**src/rtl/vga_pkg.sv**
```systemverilog
// Shared VGA framebuffer definitions: screen geometry, address mapping and the
// state encoding used by the framebuffer reader/writer blocks.
package vga_pkg;

    localparam int unsigned SCREEN_W  = 160;
    localparam int unsigned SCREEN_H  = 120;
    localparam int unsigned FB_ADDR_W = 15;
    localparam int unsigned COLOUR_W  = 3;

    typedef enum logic [1:0] {
        ST_IDLE,
        ST_SCAN,
        ST_DRAIN,
        ST_DONE
    } bg_state_e;

    // y*160 + x without a multiplier; the largest on-screen address is 19199
    function automatic logic [FB_ADDR_W-1:0] fb_addr(input logic [8:0] x, input logic [7:0] y);
        logic [FB_ADDR_W-1:0] w_y;
        w_y = {7'd0, y};
        return (w_y << 7) + (w_y << 5) + {6'd0, x};
    endfunction

endpackage

```
**src/rtl/bg_restore_5x5_if.sv**
```systemverilog
// Bus bundle for the background restorer: game-FSM handshake, background RAM
// read port and VGA adapter write port.
interface bg_restore_5x5_if #(
    parameter int unsigned COLOUR_W = 3
);
    import vga_pkg::*;

    logic                 start;
    logic [7:0]           startx;
    logic [6:0]           starty;
    logic                 busy;
    logic                 done;
    logic [FB_ADDR_W-1:0] mem_addr;
    logic                 mem_rd;
    logic [COLOUR_W-1:0]  mem_q;
    logic [7:0]           x;
    logic [6:0]           y;
    logic [COLOUR_W-1:0]  colour;
    logic                 plot;

    modport master (
        output start, startx, starty, mem_q,
        input  busy, done, mem_addr, mem_rd, x, y, colour, plot
    );

    modport slave (
        input  start, startx, starty, mem_q,
        output busy, done, mem_addr, mem_rd, x, y, colour, plot
    );

endinterface

```
**src/rtl/pixel_delay_line.sv**
```systemverilog
// Generic DEPTH x WIDTH shift register with asynchronous active-low clear;
// aligns pixel side-band data with memory read latency. DEPTH=0 is a wire.
module pixel_delay_line #(
    parameter int unsigned DEPTH = 1,
    parameter int unsigned WIDTH = 16
) (
    input  logic             clk,
    input  logic             rst_n,
    input  logic [WIDTH-1:0] i_d,
    output logic [WIDTH-1:0] o_q
);

    generate
        if (DEPTH == 0) begin : g_pass
            logic w_unused;
            assign w_unused = clk ^ rst_n;
            assign o_q      = i_d;
        end else begin : g_shift
            logic [WIDTH-1:0] r_stage [DEPTH];

            always_ff @(posedge clk or negedge rst_n) begin
                if (!rst_n) begin
                    for (int unsigned i = 0; i < DEPTH; i++) begin
                        r_stage[i] <= '0;
                    end
                end else begin
                    r_stage[0] <= i_d;
                    for (int unsigned i = 1; i < DEPTH; i++) begin
                        r_stage[i] <= r_stage[i-1];
                    end
                end
            end

            assign o_q = r_stage[DEPTH-1];
        end
    endgenerate

endmodule

```
**src/rtl/bg_restore_5x5.sv**
```systemverilog
// Reads a SPRITE_W x SPRITE_H block of the background framebuffer and replays
// it as an x/y/colour/plot stream, erasing a sprite by restoring the maze.
module bg_restore_5x5 #(
    parameter int unsigned SPRITE_W   = 5,
    parameter int unsigned SPRITE_H   = 5,
    parameter int unsigned SCREEN_W   = 160,
    parameter int unsigned SCREEN_H   = 120,
    parameter int unsigned COLOUR_W   = 3,
    parameter int unsigned RD_LATENCY = 1
) (
    input  logic              clock,
    input  logic              reset,
    bg_restore_5x5_if.slave   bus
);
    import vga_pkg::*;

    localparam logic [4:0]  LAST_COL   = 5'(SPRITE_W - 1);
    localparam logic [4:0]  LAST_ROW   = 5'(SPRITE_H - 1);
    localparam logic [8:0]  LIM_X      = 9'(SCREEN_W);
    localparam logic [7:0]  LIM_Y      = 8'(SCREEN_H);
    localparam logic [1:0]  DRAIN_LAST = 2'(RD_LATENCY - 1);
    localparam int unsigned PIPE_W     = 1 + 8 + 7;

    bg_state_e            r_state, w_state_nxt;
    logic [7:0]           r_sx;
    logic [6:0]           r_sy;
    logic [4:0]           r_col, r_row;
    logic [1:0]           r_drain;
    logic [FB_ADDR_W-1:0] r_addr_hold;

    logic [8:0]           w_px;
    logic [7:0]           w_py;
    logic                 w_inb;
    logic                 w_last_col, w_last_row;
    logic                 w_busy, w_done, w_scan;
    logic                 w_mem_rd;
    logic [FB_ADDR_W-1:0] w_addr_cell;

    logic [PIPE_W-1:0]    w_pipe_in, w_pipe_out;
    logic                 w_pipe_vld;
    logic [7:0]           w_pipe_x;
    logic [6:0]           w_pipe_y;

    logic [7:0]           r_x;
    logic [6:0]           r_y;
    logic [COLOUR_W-1:0]  r_colour;
    logic                 r_plot;

    // Cell coordinates are widened so regions hanging off the screen edge clip
    // instead of wrapping back onto the left/top.
    assign w_px        = {1'b0, r_sx} + {4'd0, r_col};
    assign w_py        = {1'b0, r_sy} + {3'd0, r_row};
    assign w_inb       = (w_px < LIM_X) && (w_py < LIM_Y);
    assign w_last_col  = (r_col == LAST_COL);
    assign w_last_row  = (r_row == LAST_ROW);
    assign w_addr_cell = fb_addr(w_px, w_py);
    assign w_mem_rd    = w_scan && w_inb;

    always_comb begin
        w_state_nxt = r_state;
        w_busy      = 1'b0;
        w_done      = 1'b0;
        w_scan      = 1'b0;
        case (r_state)
            ST_IDLE: begin
                if (bus.start) begin
                    w_state_nxt = ST_SCAN;
                end
            end
            ST_SCAN: begin
                w_busy = 1'b1;
                w_scan = 1'b1;
                if (w_last_col && w_last_row) begin
                    w_state_nxt = ST_DRAIN;
                end
            end
            ST_DRAIN: begin
                w_busy = 1'b1;
                if (r_drain == DRAIN_LAST) begin
                    w_state_nxt = ST_DONE;
                end
            end
            ST_DONE: begin
                w_done      = 1'b1;
                w_state_nxt = ST_IDLE;
            end
            default: w_state_nxt = ST_IDLE;
        endcase
    end

    always_ff @(posedge clock or negedge reset) begin
        if (!reset) begin
            r_state     <= ST_IDLE;
            r_sx        <= '0;
            r_sy        <= '0;
            r_col       <= '0;
            r_row       <= '0;
            r_drain     <= '0;
            r_addr_hold <= '0;
        end else begin
            r_state <= w_state_nxt;
            case (r_state)
                ST_IDLE: begin
                    if (bus.start) begin
                        r_sx  <= bus.startx;
                        r_sy  <= bus.starty;
                        r_col <= '0;
                        r_row <= '0;
                    end
                end
                ST_SCAN: begin
                    r_drain <= '0;
                    if (w_last_col) begin
                        r_col <= '0;
                        r_row <= r_row + 5'd1;
                    end else begin
                        r_col <= r_col + 5'd1;
                    end
                end
                ST_DRAIN: r_drain <= r_drain + 2'd1;
                default: ;
            endcase
            if (w_mem_rd) begin
                r_addr_hold <= w_addr_cell;
            end
        end
    end

    // The output register below is the final stage of the RD_LATENCY-deep
    // side-band line, so only RD_LATENCY-1 stages live in the delay line.
    assign w_pipe_in = {w_mem_rd, w_px[7:0], w_py[6:0]};

    pixel_delay_line #(
        .DEPTH (RD_LATENCY - 1),
        .WIDTH (PIPE_W)
    ) u_dly (
        .clk   (clock),
        .rst_n (reset),
        .i_d   (w_pipe_in),
        .o_q   (w_pipe_out)
    );

    assign {w_pipe_vld, w_pipe_x, w_pipe_y} = w_pipe_out;

    always_ff @(posedge clock or negedge reset) begin
        if (!reset) begin
            r_x      <= '0;
            r_y      <= '0;
            r_colour <= '0;
            r_plot   <= 1'b0;
        end else begin
            r_plot <= w_pipe_vld;
            if (w_pipe_vld) begin
                r_x      <= w_pipe_x;
                r_y      <= w_pipe_y;
                r_colour <= bus.mem_q;
            end
        end
    end

    assign bus.busy     = w_busy;
    assign bus.done     = w_done;
    assign bus.mem_rd   = w_mem_rd;
    assign bus.mem_addr = w_mem_rd ? w_addr_cell : r_addr_hold;
    assign bus.x        = r_x;
    assign bus.y        = r_y;
    assign bus.colour   = r_colour;
    assign bus.plot     = r_plot;

endmodule

```
**src/flat_wrapper.sv**
```systemverilog
// flat-port wrapper written by rule: the top's interface ports become plain ports
module bg_restore_5x5_flat import vga_pkg::*;
#(
    parameter int unsigned SPRITE_W   = 5,
    parameter int unsigned SPRITE_H   = 5,
    parameter int unsigned SCREEN_W   = 160,
    parameter int unsigned SCREEN_H   = 120,
    parameter int unsigned COLOUR_W   = 3,
    parameter int unsigned RD_LATENCY = 1
)
  (clock, reset, bus_start, bus_startx, bus_starty, bus_mem_q, bus_busy, bus_done, bus_mem_addr, bus_mem_rd, bus_x, bus_y, bus_colour, bus_plot);
  bg_restore_5x5_if #(.COLOUR_W(COLOUR_W)) bus_i ();
  input  logic clock;
  input  logic reset;
  input wire logic [$bits(bus_i.start)-1:0] bus_start;
  input wire logic [$bits(bus_i.startx)-1:0] bus_startx;
  input wire logic [$bits(bus_i.starty)-1:0] bus_starty;
  input wire logic [$bits(bus_i.mem_q)-1:0] bus_mem_q;
  output wire logic [$bits(bus_i.busy)-1:0] bus_busy;
  output wire logic [$bits(bus_i.done)-1:0] bus_done;
  output wire logic [$bits(bus_i.mem_addr)-1:0] bus_mem_addr;
  output wire logic [$bits(bus_i.mem_rd)-1:0] bus_mem_rd;
  output wire logic [$bits(bus_i.x)-1:0] bus_x;
  output wire logic [$bits(bus_i.y)-1:0] bus_y;
  output wire logic [$bits(bus_i.colour)-1:0] bus_colour;
  output wire logic [$bits(bus_i.plot)-1:0] bus_plot;
  assign bus_i.start = bus_start;
  assign bus_i.startx = bus_startx;
  assign bus_i.starty = bus_starty;
  assign bus_i.mem_q = bus_mem_q;
  assign bus_busy = bus_i.busy;
  assign bus_done = bus_i.done;
  assign bus_mem_addr = bus_i.mem_addr;
  assign bus_mem_rd = bus_i.mem_rd;
  assign bus_x = bus_i.x;
  assign bus_y = bus_i.y;
  assign bus_colour = bus_i.colour;
  assign bus_plot = bus_i.plot;
  bg_restore_5x5 #(.SPRITE_W(SPRITE_W), .SPRITE_H(SPRITE_H), .SCREEN_W(SCREEN_W), .SCREEN_H(SCREEN_H), .COLOUR_W(COLOUR_W), .RD_LATENCY(RD_LATENCY)) u_core (.clock(clock), .reset(reset), .bus(bus_i));
endmodule
```
**config.mk**
```make
export PLATFORM = sky130hd
export DESIGN_NAME = bg_restore_5x5_flat
export DESIGN_NICKNAME = d
export VERILOG_FILES = /design/src/rtl/vga_pkg.sv /design/src/rtl/bg_restore_5x5_if.sv /design/src/rtl/pixel_delay_line.sv /design/src/rtl/bg_restore_5x5.sv /design/src/flat_wrapper.sv
export SDC_FILE = /design/constraint.sdc
export NUM_CORES = 1
export LEC_CHECK = 0
export ABC_AREA = 1
export BUFFER_PORTS_ARGS = -buffer_cell sky130_fd_sc_hd__buf_2
export CAP_MARGIN = 20
export CORE_MARGIN = 4
export CORE_UTILIZATION = 54
export CTS_BUF_LIST = sky130_fd_sc_hd__clkbuf_4
export DETAILED_ROUTE_END_ITERATION = 10
export GPL_TIMING_DRIVEN = 0
export HOLD_SLACK_MARGIN = 0.1
export MAX_ROUTING_LAYER = met4
export PLACE_DENSITY_LB_ADDON = 0.12
export SLEW_MARGIN = 30
export SYNTH_ARGS = -nofsm -noshare
export SYNTH_HDL_FRONTEND = slang
export SYNTH_SLANG_ARGS = --single-unit
```
**constraint.sdc**
```tcl
create_clock -name clock -period 3.55 [get_ports clock]
set_input_delay 0.71 -clock clock [delete_from_list [all_inputs] [get_ports clock]]
set_output_delay 0.71 -clock clock [all_outputs]
set_load 0.01 [all_outputs]
```
==> metrics.csv <==
stage,metric,value,unit
synth,register area share after synthesis,0.404,
worst_setup_path,critical-path maximum fanout,5,
placed_design,Final Wtd Congestion,0.896,
floorplanning,width of the die,93.0,µm
synth,"flops & latches, synth",63,
floorplanning,die footprint,0.00865,mm²
grt,antenna violations before repair,0,
synth,share of the synthesized area in the top cell type,0.404,
route,final WL,9220,µm
timing,Setup TNS Final,-3620,ps
worst_setup_path,worst r2r path cells,18,
timing,"Setup violations, final",8,
floorplanning,floorplan row count,30,
cells_and_area,Fillers,537,
worst_setup_path,reg2reg end,u_core.r_addr_hold[7],
clock_network,# H-tree levels,3,
synth,Synth Net Count,529,
worst_setup_path,worst reg2reg startpoint,u_core.r_sy[0],
cells_and_area,synthesis-to-finish area growth,29.4,%
grt,first-pass GRT wire length,15400,µm
timing,Slew Limit Fails,0,
clock_network,Root Buffer,clkbuf_4,
route,via count,3499,
synth,Synth Warn #,0,
clock_network,CTS tree,done,
cells_and_area,antenna diode count,0,
worst_setup_path,CP endpoint kind,output pin,
clock_network,Hold Buf Count CTS,0,
placed_design,port bufs,57,
worst_setup_path,critical path arrival,3360,ps
route,initial DRC count,148,
cells_and_area,Seq. cell area,0.00158,mm²
timing,Worst-Margin Slew,780,ps
timing,Final Cycle Share,1.15,
timing,clock skew,15.2,ps
synth,Mapped Cells,471,
cells_and_area,Layout Nets,631,
grt,pin count of the biggest net entering global routing,64,
synth,syn avg cell area,8.28,µm²
synth,Synth area leaders,"dfrtp_1, nand2_1, ha_1, inv_1, nand4_1",
run_status,failing checks,negative setup slack,
clock_network,clk slew on worst S/H paths,110,ps
synth,"area leader, netlist",dfrtp_1,
floorplanning,Die H,93.0,µm
worst_setup_path,Setup crit start kind,flop,
synth,Synth cell types,39,
clock_network,worst skew pair latency,400,ps
cells_and_area,multi-input combinational cell area,0.00228,mm²
min_path,worst hold-check path type,primary input to asynchronous set/reset pin,
route,number of remaining DRC errors,0,
cells_and_area,proportion of layout cells with a drive suffix above 1,0.348,
floorplanning,Starting Density,0.565,
timing,FMAX,245,MHz
worst_setup_path,Crit Path Class,flop to output pin,
timing,final worst slack,-525,ps
clock_network,TritonCTS buffer count,9,
floorplanning,Ports,58,
grt,GRT Total Usage,0.229,
timing,Fin. Hold Viols,0,
grt,vias in the first global route,3409,
floorplanning,Core Box Area,0.00691,mm²
job,max-cap viol count,0,
run_status,outcome,"finished, violations left",
synth,mapped cell area,0.00390,mm²
route,DR WL/cell,13.7,µm
clock_network,# clock sinks,63,
placed_design,DP Wirelength,6400,µm
timing,min Tclk post-route,4070,ps
route,DRT antenna net count,0,
worst_setup_path,"Req. time, crit path",2840,ps
timing,Rel. slew slack,0.480,
worst_setup_path,crit path from,u_core.r_col[0],
worst_setup_path,R2R setup slack,100,ps
grt,grt ovf,0,
clock_network,Max clock buf depth,2,
cells_and_area,most frequent cells in the layout,"nand2_1, dfrtp_1, buf_2",
timing,RSZ-0062 raised after global routing,true,
cells_and_area,"most common cell after layout, fill and taps aside",nand2_1,
route,DR pass1 iterations,4,
route,Via density,5.19,
layer usage:
| metal | vias to the layer above | GRT usage | part of all wire |
|---|---|---|---|
| met5 | - | - | 0 |
| met4 | 0 | 0.0598 | 0.019 |
| met3 | 18 | 0.0539 | 0.048 |
| met2 | 86 | 0.386 | 0.50 |
| met1 | 1655 | 0.278 | 0.44 |
| li1 | 1740 | - | - |
sequential cells by signal, summed over array words and instances, names as in the netlist:
signal,flops
u_core.r_addr_hold,15
u_core.bus.plot,1
u_core.r_col,5
u_core.r_sy,7
u_core.r_row,5
u_core.r_sx,8
u_core.bus.colour,3
u_core.bus.x,8
u_core.r_state,2
u_core.bus.y,7
u_core.r_drain,2
critical path, stage by stage (launching register included):
cell and delay, ps:
dfrtp_2 420, ha_4 150, inv_2 40, fa_2 340, inv_2 80, nand2_2 60, nand3_2 60, nand2_2 70
nor2_2 100, inv_1 60, fa_1 490, inv_2 50, ha_4 310, nand3_4 120, nand3_4 80, nand2_1 70
nand2_1 70, nand2_1 50, nand2_1 60, nand4_1 90, nand2_2 100, buf_6 100
how the worst max path moves through the flow:
stage	to	slack (ps)	cells past startpoint
floorplan	bus_mem_addr[13]	-10	20
global placement	bus_mem_addr[14]	-350	21
detailed placement	bus_mem_addr[13]	-410	21
CTS	bus_mem_addr[11]	-550	20
global route	bus_mem_addr[11]	-750	19
finish	bus_mem_addr[13]	-520	21
cell families (layout without fill, tap and decap cells):
kind of cell,count (synthesis),count (layout),synth area share
compound gates,38,38,0.0545
xor+xnor,11,11,0.0266
fa+ha+maj,37,37,0.128
buf+inv,83,190,0.0921
flops,63,63,0.404
mux,8,8,0.0231
other cells,1,1,0.000962
simple gates,230,230,0.270
stage by stage:
step / area [µm²] / util / setup slack [ps] / cells / hold slack, ps
detailed placement: 4350 / 0.629 / -409 / 624 / 454
global route: 5050 / 0.731 / -750 / 674 / 414
finish: 5050 / 0.731 / -525 / 674 / 373
floorplan: 3940 / - / -14.6 / 471 / 414
CTS: 4910 / 0.711 / -550 / 668 / 411
global placement: 4340 / 0.629 / -351 / 624 / 448
synthesized netlist by cell type (all sizes together):
| master | instances |
|---|---|
| a21boi | 1 |
| a21oi | 15 |
| a31oi | 2 |
| buf | 12 |
| clkbuf | 2 |
| conb | 1 |
| dfrtp | 63 |
| fa | 5 |
| ha | 32 |
| inv | 69 |
| mux2 | 8 |
| nand2 | 137 |
| nand3 | 26 |
| nand3b | 1 |
| nand4 | 38 |
| nor2 | 23 |
| nor3 | 2 |
| nor3b | 1 |
| o2111a | 1 |
| o211ai | 1 |
| o21ai | 15 |
| o21bai | 1 |
| o22ai | 2 |
| or2 | 2 |
| xnor2 | 6 |
| xor2 | 5 |
final cells by class:
cell class	instances	area share
multi-input cells	325	0.452
flip-flops and latches	63	0.313
repair buffers	91	0.117
inverters	69	0.0513
well taps	96	0.0238
plain buffers	14	0.0203
clock buffers	10	0.0149
clock inverters	6	0.00744
what timing repair did:
item,in CTS,in global routing
pin swaps,34,23
buffers inserted,28,7
gates resized for setup,50,24
setup endpoints to repair,9,11
Power is not shown: default switching activity piles up to over one toggle a cycle in this logic, so the estimate is an artifact.
